<file path="src/rtl/mem_arb_pkg.sv">
// Shared types and default constants for the IF/LS memory arbiter.
package mem_arb_pkg;

  localparam int ADDR_W_DEF     = 32;
  localparam int DATA_W_DEF     = 32;
  localparam int STARVE_MAX_DEF = 4;
  localparam int TIMEOUT_DEF    = 255;

  localparam logic [3:0] BMASK_FULL = 4'hF;

  typedef enum logic [1:0] {
    IDLE   = 2'd0,
    ACCESS = 2'd1,
    RESP   = 2'd2
  } state_t;

  typedef enum logic {
    OWN_IF = 1'b0,
    OWN_LS = 1'b1
  } owner_t;

endpackage

</file>
<file path="src/rtl/mem_arb_timer.sv">
// ACCESS watchdog: counts ACCESS cycles without an ack and flags the cycle that reaches TIMEOUT.
module mem_arb_timer #(
  parameter int TIMEOUT = 255
) (
  input  logic clk,
  input  logic rst_n,
  input  logic clear,
  input  logic enable,
  output logic expired
);

  localparam int CNT_W = $clog2(TIMEOUT + 1);

  logic [CNT_W-1:0] cnt_q;
  logic [CNT_W-1:0] cnt_d;

  // Counter holds the number of unacked ACCESS cycles already completed.
  assign expired = enable && (cnt_q == CNT_W'(TIMEOUT - 1));

  always_comb begin
    cnt_d = cnt_q;
    if (clear) begin
      cnt_d = '0;
    end else if (enable && !expired) begin
      cnt_d = cnt_q + CNT_W'(1);
    end
  end

  always_ff @(posedge clk) begin
    if (!rst_n) begin
      cnt_q <= '0;
    end else begin
      cnt_q <= cnt_d;
    end
  end

endmodule

</file>
<file path="src/rtl/mem_arbiter.sv">
// Shares one single-port memory between instruction fetch and load/store
// with LS priority, an IF anti-starvation streak and an ACCESS timeout.
module mem_arbiter
  import mem_arb_pkg::*;
#(
  parameter int ADDR_W     = ADDR_W_DEF,
  parameter int DATA_W     = DATA_W_DEF,
  parameter int STARVE_MAX = STARVE_MAX_DEF,
  parameter int TIMEOUT    = TIMEOUT_DEF
) (
  input  logic              clk,
  input  logic              rst_n,
  input  logic              if_req,
  input  logic [ADDR_W-1:0] if_addr,
  output logic              if_rsp_vld,
  output logic [DATA_W-1:0] if_rdata,
  input  logic              ls_req,
  input  logic              ls_we,
  input  logic [ADDR_W-1:0] ls_addr,
  input  logic [DATA_W-1:0] ls_wdata,
  input  logic [3:0]        ls_bmask,
  output logic              ls_rsp_vld,
  output logic [DATA_W-1:0] ls_rdata,
  output logic              rsp_err,
  output logic              mem_req,
  output logic              mem_we,
  output logic [ADDR_W-1:0] mem_addr,
  output logic [DATA_W-1:0] mem_wdata,
  output logic [3:0]        mem_bmask,
  input  logic              mem_ack,
  input  logic [DATA_W-1:0] mem_rdata,
  output logic              busy
);

  // Handshake: a requester raises req with stable fields and holds it until
  // its one-cycle rsp_vld; requests are only sampled in IDLE. mem_req is held
  // with stable fields until the cycle mem_ack is seen (or the timeout fires).

  state_t            state_q, state_d;
  owner_t            owner_q, owner_d;
  logic [2:0]        streak_q, streak_d;
  logic              mem_req_q, mem_req_d;
  logic              mem_we_q, mem_we_d;
  logic [ADDR_W-1:0] mem_addr_q, mem_addr_d;
  logic [DATA_W-1:0] mem_wdata_q, mem_wdata_d;
  logic [3:0]        mem_bmask_q, mem_bmask_d;
  logic              if_rsp_vld_q, if_rsp_vld_d;
  logic              ls_rsp_vld_q, ls_rsp_vld_d;
  logic              rsp_err_q, rsp_err_d;
  logic [DATA_W-1:0] if_rdata_q, if_rdata_d;
  logic [DATA_W-1:0] ls_rdata_q, ls_rdata_d;

  logic              grant_ls;
  logic              streak_full;
  logic [DATA_W-1:0] rsp_data;
  logic              tmr_clear;
  logic              tmr_en;
  logic              tmr_expired;

  assign streak_full = (streak_q == 3'(STARVE_MAX));

  mem_arb_timer #(
    .TIMEOUT (TIMEOUT)
  ) u_timer (
    .clk     (clk),
    .rst_n   (rst_n),
    .clear   (tmr_clear),
    .enable  (tmr_en),
    .expired (tmr_expired)
  );

  always_comb begin
    state_d      = state_q;
    owner_d      = owner_q;
    streak_d     = streak_q;
    mem_req_d    = mem_req_q;
    mem_we_d     = mem_we_q;
    mem_addr_d   = mem_addr_q;
    mem_wdata_d  = mem_wdata_q;
    mem_bmask_d  = mem_bmask_q;
    if_rsp_vld_d = 1'b0;
    ls_rsp_vld_d = 1'b0;
    rsp_err_d    = 1'b0;
    if_rdata_d   = if_rdata_q;
    ls_rdata_d   = ls_rdata_q;
    grant_ls     = 1'b0;
    rsp_data     = '0;
    tmr_clear    = 1'b0;
    tmr_en       = 1'b0;

    case (state_q)
      IDLE: begin
        if (if_req || ls_req) begin
          grant_ls  = ls_req && !(if_req && streak_full);
          state_d   = ACCESS;
          mem_req_d = 1'b1;
          tmr_clear = 1'b1;
          if (grant_ls) begin
            owner_d     = OWN_LS;
            mem_we_d    = ls_we;
            mem_addr_d  = ls_addr;
            mem_wdata_d = ls_wdata;
            mem_bmask_d = ls_bmask;
            // Streak counts LS wins that kept a pending fetch waiting.
            if (!if_req) begin
              streak_d = '0;
            end else if (!streak_full) begin
              streak_d = streak_q + 3'd1;
            end
          end else begin
            owner_d     = OWN_IF;
            mem_we_d    = 1'b0;
            mem_addr_d  = if_addr;
            mem_wdata_d = '0;
            mem_bmask_d = BMASK_FULL;
            streak_d    = '0;
          end
        end
      end
      ACCESS: begin
        tmr_en = !mem_ack;
        if (mem_ack || tmr_expired) begin
          state_d   = RESP;
          mem_req_d = 1'b0;
          rsp_err_d = !mem_ack;
          rsp_data  = (mem_ack && !mem_we_q) ? mem_rdata : '0;
          if (owner_q == OWN_IF) begin
            if_rsp_vld_d = 1'b1;
            if_rdata_d   = rsp_data;
          end else begin
            ls_rsp_vld_d = 1'b1;
            ls_rdata_d   = rsp_data;
          end
        end
      end
      RESP: begin
        state_d = IDLE;
      end
      default: begin
        state_d = IDLE;
      end
    endcase
  end

  always_ff @(posedge clk) begin
    if (!rst_n) begin
      state_q      <= IDLE;
      owner_q      <= OWN_IF;
      streak_q     <= '0;
      mem_req_q    <= 1'b0;
      mem_we_q     <= 1'b0;
      mem_addr_q   <= '0;
      mem_wdata_q  <= '0;
      mem_bmask_q  <= '0;
      if_rsp_vld_q <= 1'b0;
      ls_rsp_vld_q <= 1'b0;
      rsp_err_q    <= 1'b0;
      if_rdata_q   <= '0;
      ls_rdata_q   <= '0;
    end else begin
      state_q      <= state_d;
      owner_q      <= owner_d;
      streak_q     <= streak_d;
      mem_req_q    <= mem_req_d;
      mem_we_q     <= mem_we_d;
      mem_addr_q   <= mem_addr_d;
      mem_wdata_q  <= mem_wdata_d;
      mem_bmask_q  <= mem_bmask_d;
      if_rsp_vld_q <= if_rsp_vld_d;
      ls_rsp_vld_q <= ls_rsp_vld_d;
      rsp_err_q    <= rsp_err_d;
      if_rdata_q   <= if_rdata_d;
      ls_rdata_q   <= ls_rdata_d;
    end
  end

  assign if_rsp_vld = if_rsp_vld_q;
  assign if_rdata   = if_rdata_q;
  assign ls_rsp_vld = ls_rsp_vld_q;
  assign ls_rdata   = ls_rdata_q;
  assign rsp_err    = rsp_err_q;
  assign mem_req    = mem_req_q;
  assign mem_we     = mem_we_q;
  assign mem_addr   = mem_addr_q;
  assign mem_wdata  = mem_wdata_q;
  assign mem_bmask  = mem_bmask_q;
  assign busy       = (state_q != IDLE);

endmodule

</file>
<file path="config.mk">
export PLATFORM = sky130hd
export DESIGN_NAME = mem_arbiter
export DESIGN_NICKNAME = d
export VERILOG_FILES = /design/src/rtl/mem_arb_pkg.sv /design/src/rtl/mem_arb_timer.sv /design/src/rtl/mem_arbiter.sv
export SDC_FILE = /design/constraint.sdc
export NUM_CORES = 1
export LEC_CHECK = 0
export BUFFER_PORTS_ARGS = -buffer_cell sky130_fd_sc_hd__buf_2
export CAP_MARGIN = 20
export CORE_ASPECT_RATIO = 0.7
export CORE_MARGIN = 4
export CORE_UTILIZATION = 40
export CTS_CLUSTER_SIZE = 10
export DETAILED_ROUTE_END_ITERATION = 10
export GPL_ROUTABILITY_DRIVEN = 1
export GPL_TIMING_DRIVEN = 1
export PLACE_DENSITY = 0.69
export SLEW_MARGIN = 20
export SYNTH_ARGS = -nofsm -noshare
export SYNTH_HDL_FRONTEND = slang
export SYNTH_SLANG_ARGS = --single-unit
</file>
<file path="constraint.sdc">
create_clock -name clk -period 2.73 [get_ports clk]
set_input_delay 0.273 -clock clk [delete_from_list [all_inputs] [get_ports clk]]
set_output_delay 0.273 -clock clk [all_outputs]
set_load 0.005 [all_outputs]
</file>
======== Yosys cells after proc, flatten, opt, wreduce, memory -nomap -nowiden ========
Cells that the tools add are included.
word-level totals
  bits in registers ....................... 151
  input bits .............................. 138
  output and inout port bits .............. 138
operators by class
  add/subtract/negate cells ............... 2
  equality and inequality tests ........... 6
  muxes and demuxes ....................... 20
  bitwise operators ....................... 2
  reduce and logical (&&, ||, !) cells .... 22
operator list
  kind                                           number
  2-to-1 mux 32 bit                              3
  AND reduction 3 bit                            5
  2-to-1 mux 1 bit                               9
  2-to-1 mux 3 bit                               3
  adder 8 x 1 -> 8 bit, second input constant    1
  == test 8 bit, second input constant           1
  logical AND 1 bit                              5
  zero test 1 bit                                4
  2-to-1 mux 2 bit                               2
  2-to-1 mux 4 bit                               1
  != test 2 bit, second input constant           2
  one-hot mux 2 bit (2 select lines)             1
  AND reduction 2 bit                            2
  nonzero test 2 bit                             2
  adder 3 x 1 -> 3 bit, second input constant    1
  == test 3 bit, second input constant           1
  != test 3 bit, second input constant           1
  == test 2 x 1 -> 1 bit, second input constant  1
  zero test 2 bit                                1
  logical OR 1 bit                               2
  inverter 1 bit                                 2
  one-hot mux 1 bit (2 select lines)             1
  OR reduction 2 bit                             1

======== Depth between registers and ports, before layout ========
  depth after elaboration ................. 6
  depth in mapped cells ................... 7
  depth with buffers taken out ............ 5

======== Cells and area by module ========
A second synthesis with hierarchy kept.
second synthesis, totals
  cells, all modules ...................... 793
  area, all modules ....................... 7083.0 sq um
by module, submodules not included
  module         instances  cells each  area each (sq um)  sequential area each (sq um)
  mem_arbiter    1          744         6650.1             2862.7
  mem_arb_timer  1          49          432.9              160.2

======== Worst setup path after synthesis ========
OpenSTA, ideal clock, no wires.
  kind .................................... register to register
  start point ............................. register streak_q[0]
  end point ............................... register mem_addr_q[3], in the netlist mem_addr[3]
  setup time .............................. 0.122 ns
  data arrival time ....................... 1.471 ns
  required time ........................... 2.608 ns
  path slack .............................. 1.137 ns
  stages on the path, launching flop included .. 8
  path buffers ............................ 2
  period minus slack after synthesis ...... 1.593 ns
  cell sequence ........................... dfxtp_1 inv_1 ha_1 nand3_1 buf_2 clkbuf_1 a21boi_0 o311a_1
on the way
  cells in the longest elaborated chain, start to end .. 5
RTL lines
  what                    RTL line            source
  start, declared         mem_arbiter.sv:41   logic [2:0] streak_q, streak_d;
  start signal, assigned  mem_arbiter.sv:163  streak_q <= streak_d;
  == test 3 bit           mem_arbiter.sv:60   assign streak_full = (streak_q == 3'(STARVE_MAX));
  logical AND 1 bit       mem_arbiter.sv:94   grant_ls = ls_req && !(if_req && streak_full);
  zero test 1 bit         mem_arbiter.sv:94
  logical AND 1 bit       mem_arbiter.sv:94
  2-to-1 mux 32 bit       mem_arbiter.sv:98   if (grant_ls) begin
  end signal, assigned    mem_arbiter.sv:166  mem_addr_q <= mem_addr_d;
  end, declared           mem_arbiter.sv:44   logic [ADDR_W-1:0] mem_addr_q, mem_addr_d;
Every way passes these cells.
A chain may end at the register's enable or synchronous reset.

======== Worst setup path in the final report ========
  start point ............................. register state_q[1]
  end point ............................... output busy
on the way
  cells in the longest elaborated chain, start to end .. 1
RTL lines
  what                    RTL line            source
  start, declared         mem_arbiter.sv:39   state_t state_q, state_d;
  start signal, assigned  mem_arbiter.sv:161  state_q <= state_d;
  nonzero test 2 bit      mem_arbiter.sv:187  assign busy = (state_q != IDLE);
  end, declared           mem_arbiter.sv:32   output logic busy
Every way passes these cells.

==> summary.md <==
| Metric | Value |
|---|---|
| Initial antenna violation count | `0` |
| Reg2Reg Depth | `4` |
| Crit path max fanout | `36` |
| GRT Util Overall | `19.7%` |
| Critical path's largest stage delay | `0.50 ns` |
| Simple-gate share of the synthesized area | `8.54%` |
| CTS resizes | `0` |
| Post-synthesis mux area share | `less than 1%` |
| Die ar. | `18100 sq um` |
| Worst EP required | `2.46 ns` |
| CTS tree | `built` |
| # IOs | `276` |
| Post-route cell area | `8440 sq um` |
| Clock root buffer | `clkbuf_16` |
| Largest family of logic cells by synthesized area | `compound AO/OA/AOI/OAI gates` |
| Data arrival, critical path | `1.80 ns` |
| Die height | `114 um` |
| Leak Pwr | `3.85 nW` |
| RSZ-0062 raised after global routing | `false` |
| Post-Syn Area | `6400 sq um` |
| Hold Path Sink | `mem_wdata[19]$_SDFFE_PN0P_` |
| Slew Viols, Final | `0` |
| Origin of the critical flop-to-flop path | `state_q[1]$_SDFFE_PN0P_` |
| Mapped Nets | `around 800` |
| H-tree depth | `4` |
| CP top delay family | `buffers and inverters` |
| Hold Crit Depth | `2` |
| Largest net degree at the start of global routing | `between 60 and 70` |
| Worst-Skew Late Latency | `0.42 ns` |
| Remaining Overflow, GRT | `0` |
| Number of cells after detailed placement | `1052` |
| Compound-Gate Fraction of Synth Area | `36.1%` |
| Sequential area share after synthesis | `~47%` |
| Worst hold path type | `in2reg` |
| Critical path's slowest cell | `dfxtp_1` |
| Wirelength, routed | `18.7 mm` |
| Adder-cell area share of the yosys netlist | `0.782%` |
| TritonCTS Buffers | `17` |
| PnR worst setup slack | `0.657 ns` |
| Slew @ Worst Pin | `0.781 ns` |
| Commonest cells after routing, fill and taps aside | `275 x buf_2, 151 x dfxtp_1, 67 x a31oi_1, 64 x a311oi_1, 39 x and3_1` |
| CP Buf/Inv Count | `3` |
| Synth Instances | `between 600 and 700` |
| MaxCap Viol Count | `0` |
| # rows | `38` |
| Routed Antenna Nets | `0` |
| Mean Syn Cell Area | `10.0 sq um` |
| Worst hold margin | `0.0703 ns` |
| Final Hold Fails | `0` |
| Drt via density | `5.71` |
| Count of input and output buffers | `275` |
| CP Capture Type | `primary output` |
| Post-CTS Setup Inserts | `0` |
| Pre-antenna DRT Iters | `5` |
| DP HPWL | `12.4 mm` |
| Layout area overhead | `31.8%` |
| Critical Path, Cell by Cell | `nor2_2, inv_2, buf_4, buf_2` |
| Clock Skews | `approximately 0.025 ns` |
| Final #Nets | `1013` |
| Worst R2R End | `ls_rdata[0]$_SDFFE_PN0P_` |
| # diodes | `0` |
| Min Tclk post-route | `2.07 ns` |
| Placement Setup Slack | `0.890 ns` |
| Core area | `15600 sq um` |
| Synthesized flop and latch total | `151` |
| CTS Buffer Depth | `2` |
| Initial DRC Count | `511` |
| Hold Path Origin | `ls_wdata[19]` |
| Setup TNS | `0 ns` |
| Yosys Warn Count | `0` |
| Xor and xnor area share after synthesis | `0%` |
| Final GP Congestion | `0.826` |
| Die W | `about 160 um` |
| # setup viols final | `0` |
| Vias in the first global route | `5685` |
| Fmax | `482 MHz` |
| First-pass GRT wire length | `29.7 mm` |
| R2R Setup Slk | `approximately 0.86 ns` |
| Outcome | `completed` |
| Layout Cells excl Fill | `1084` |
| Distinct cells, synth | `42` |
| Initial Utilization | `approximately 41%` |
| Cell area power density | `663 nW/um^2` |
| Area after DPL | `approximately 8000 sq um` |
| Critical path launch point type | `flip-flop` |
| Commonest non-fill, non-tap cell in the layout | `buf_2` |
| Via Count | `6194` |
| Max rail drop VDD | `roughly 0.00035 V` |
| Post-CTS Hold Fix Bufs | `0` |
| Final Cycle Share | `between 70% and 80%` |
| DRC Markers | `0` |
| WS Path Type | `reg2out` |
| TritonCTS Sinks | `about 150` |
| DR WL/cell | `approximately 17 um` |
| Ratio of cells with drive above 1 in the final layout | `38.2%` |
| Slew headroom | `between 40% and 50%` |
| Clk slew on worst S/H paths | `0.07 ns` |
-- kinds of logic after synthesis --
| group | count (synthesis) |
|---|---|
| AND/OR/NAND/NOR | 98 |
| multiplexers | 6 |
| AO/OA/AOI/OAI | 291 |
| buffers and inverters | 90 |
| flip-flops | 151 |
| adder cells (fa/ha/maj) | 4 |
-- layout make-up --
type                    instances  area (sq um)
well taps                     200           250
clock buffers                  19           453
repair buffers                290          1540
clock inverters                13           134
flip-flops and latches        151          3020
multi-input cells             399          2990
inverters                      12          45.0
fillers                      1424          7160
-- metal layers --
layer | GRT usage, % | routed length, um | vias to the layer above
li1 | - | - | 3021
met1 | 27.0 | 8600 | 2934
met2 | 31.4 | 8720 | 224
met3 | 5.02 | 1160 | 15
met4 | 4.86 | 199 | 0
met5 | 0 | 0 | -
-- worst register-to-register path: cells and delay by family, from the launching register on --
kind / cells / cell delay [ns]
flip-flops: 1 / 0.40
buffers and inverters: 1 / 0.27
AND/OR/NAND/NOR: 1 / 0.72
AO/OA/AOI/OAI: 2 / 0.37
-- worst max path at each step --
stage | from | end | slack [ns] | cells after the start
2_1_floorplan | streak_q[0]$_SDFFE_PN0P_ | mem_addr[3]$_SDFFE_PN0P_ | 1.14 | 7
3_3_place_gp | state_q[1]$_SDFFE_PN0P_ | ls_rdata[24]$_SDFFE_PN0P_ | 0.96 | 4
3_5_place_dp | state_q[1]$_SDFFE_PN0P_ | ls_rdata[18]$_SDFFE_PN0P_ | 0.89 | 4
4_1_cts | state_q[1]$_SDFFE_PN0P_ | busy | 0.64 | 4
5_1_grt | state_q[1]$_SDFFE_PN0P_ | busy | 0.52 | 4
6_report | state_q[1]$_SDFFE_PN0P_ | busy | 0.66 | 4
-- state kept, by name, summed over array words and instances, names as in the netlist --
name and count:
rsp_err 1, if_rdata 32, mem_we 1, streak_q 3
if_rsp_vld 1, mem_bmask 4, ls_rdata 32, owner_q 1
mem_addr 32, mem_wdata 32, state_q 2, mem_req 1
ls_rsp_vld 1, u_timer.cnt_q 8
-- power by group --
part	switching, mW	leakage [nW]	internal, mW	total [mW]
combinational	0.460	2.34	0.387	0.847
sequential	0.0722	1.23	2.34	2.41
clock	1.00	0.273	1.33	2.33
-- stage by stage --
step	utilization, %	total power [mW]
after floorplan	-	2.96
after global placement	50.3	3.31
after detailed placement	50.3	3.31
after CTS	54.1	5.65
after global routing	54.1	5.86
final	54.1	5.59
-- synth_stat cells, drive strengths merged --
| library cell | count | area, sq um |
|---|---|---|
| buf | 38 | 213 |
| nor3b | 3 | 37.5 |
| a41oi | 1 | 8.76 |
| nor4 | 1 | 6.26 |
| nor2 | 3 | 13.8 |
| o22ai | 1 | 6.26 |
| nand4 | 2 | 12.5 |
| a31oi | 67 | 419 |
| a21oi | 1 | 5.00 |
| or3b | 1 | 8.76 |
| a21o | 2 | 15.0 |
| nor2b | 2 | 12.5 |
| and2 | 4 | 25.0 |
| and4 | 1 | 11.3 |
| nand2 | 34 | 128 |
| o221a | 4 | 45.0 |
| ha | 4 | 50.1 |
| nand3 | 5 | 25.0 |
| a211oi | 4 | 30.0 |
| a221oi | 1 | 8.76 |
| o211ai | 11 | 82.6 |
| o21bai | 32 | 240 |
| clkbuf | 40 | 150 |
| mux2i | 6 | 60.1 |
| a21boi | 32 | 240 |
| o2111ai | 1 | 8.76 |
| nor3 | 1 | 5.00 |
| nand4b | 1 | 8.76 |
| inv | 12 | 45.0 |
| o311a | 32 | 320 |
| a22o | 33 | 289 |
| dfxtp | 151 | 3020 |
| o21a | 1 | 7.51 |
| and3b | 1 | 8.76 |
| and3 | 39 | 244 |
| a311oi | 64 | 561 |
| o211a | 1 | 10.0 |
| o21ai | 3 | 15.0 |
(Power assumes the default switching activity.)
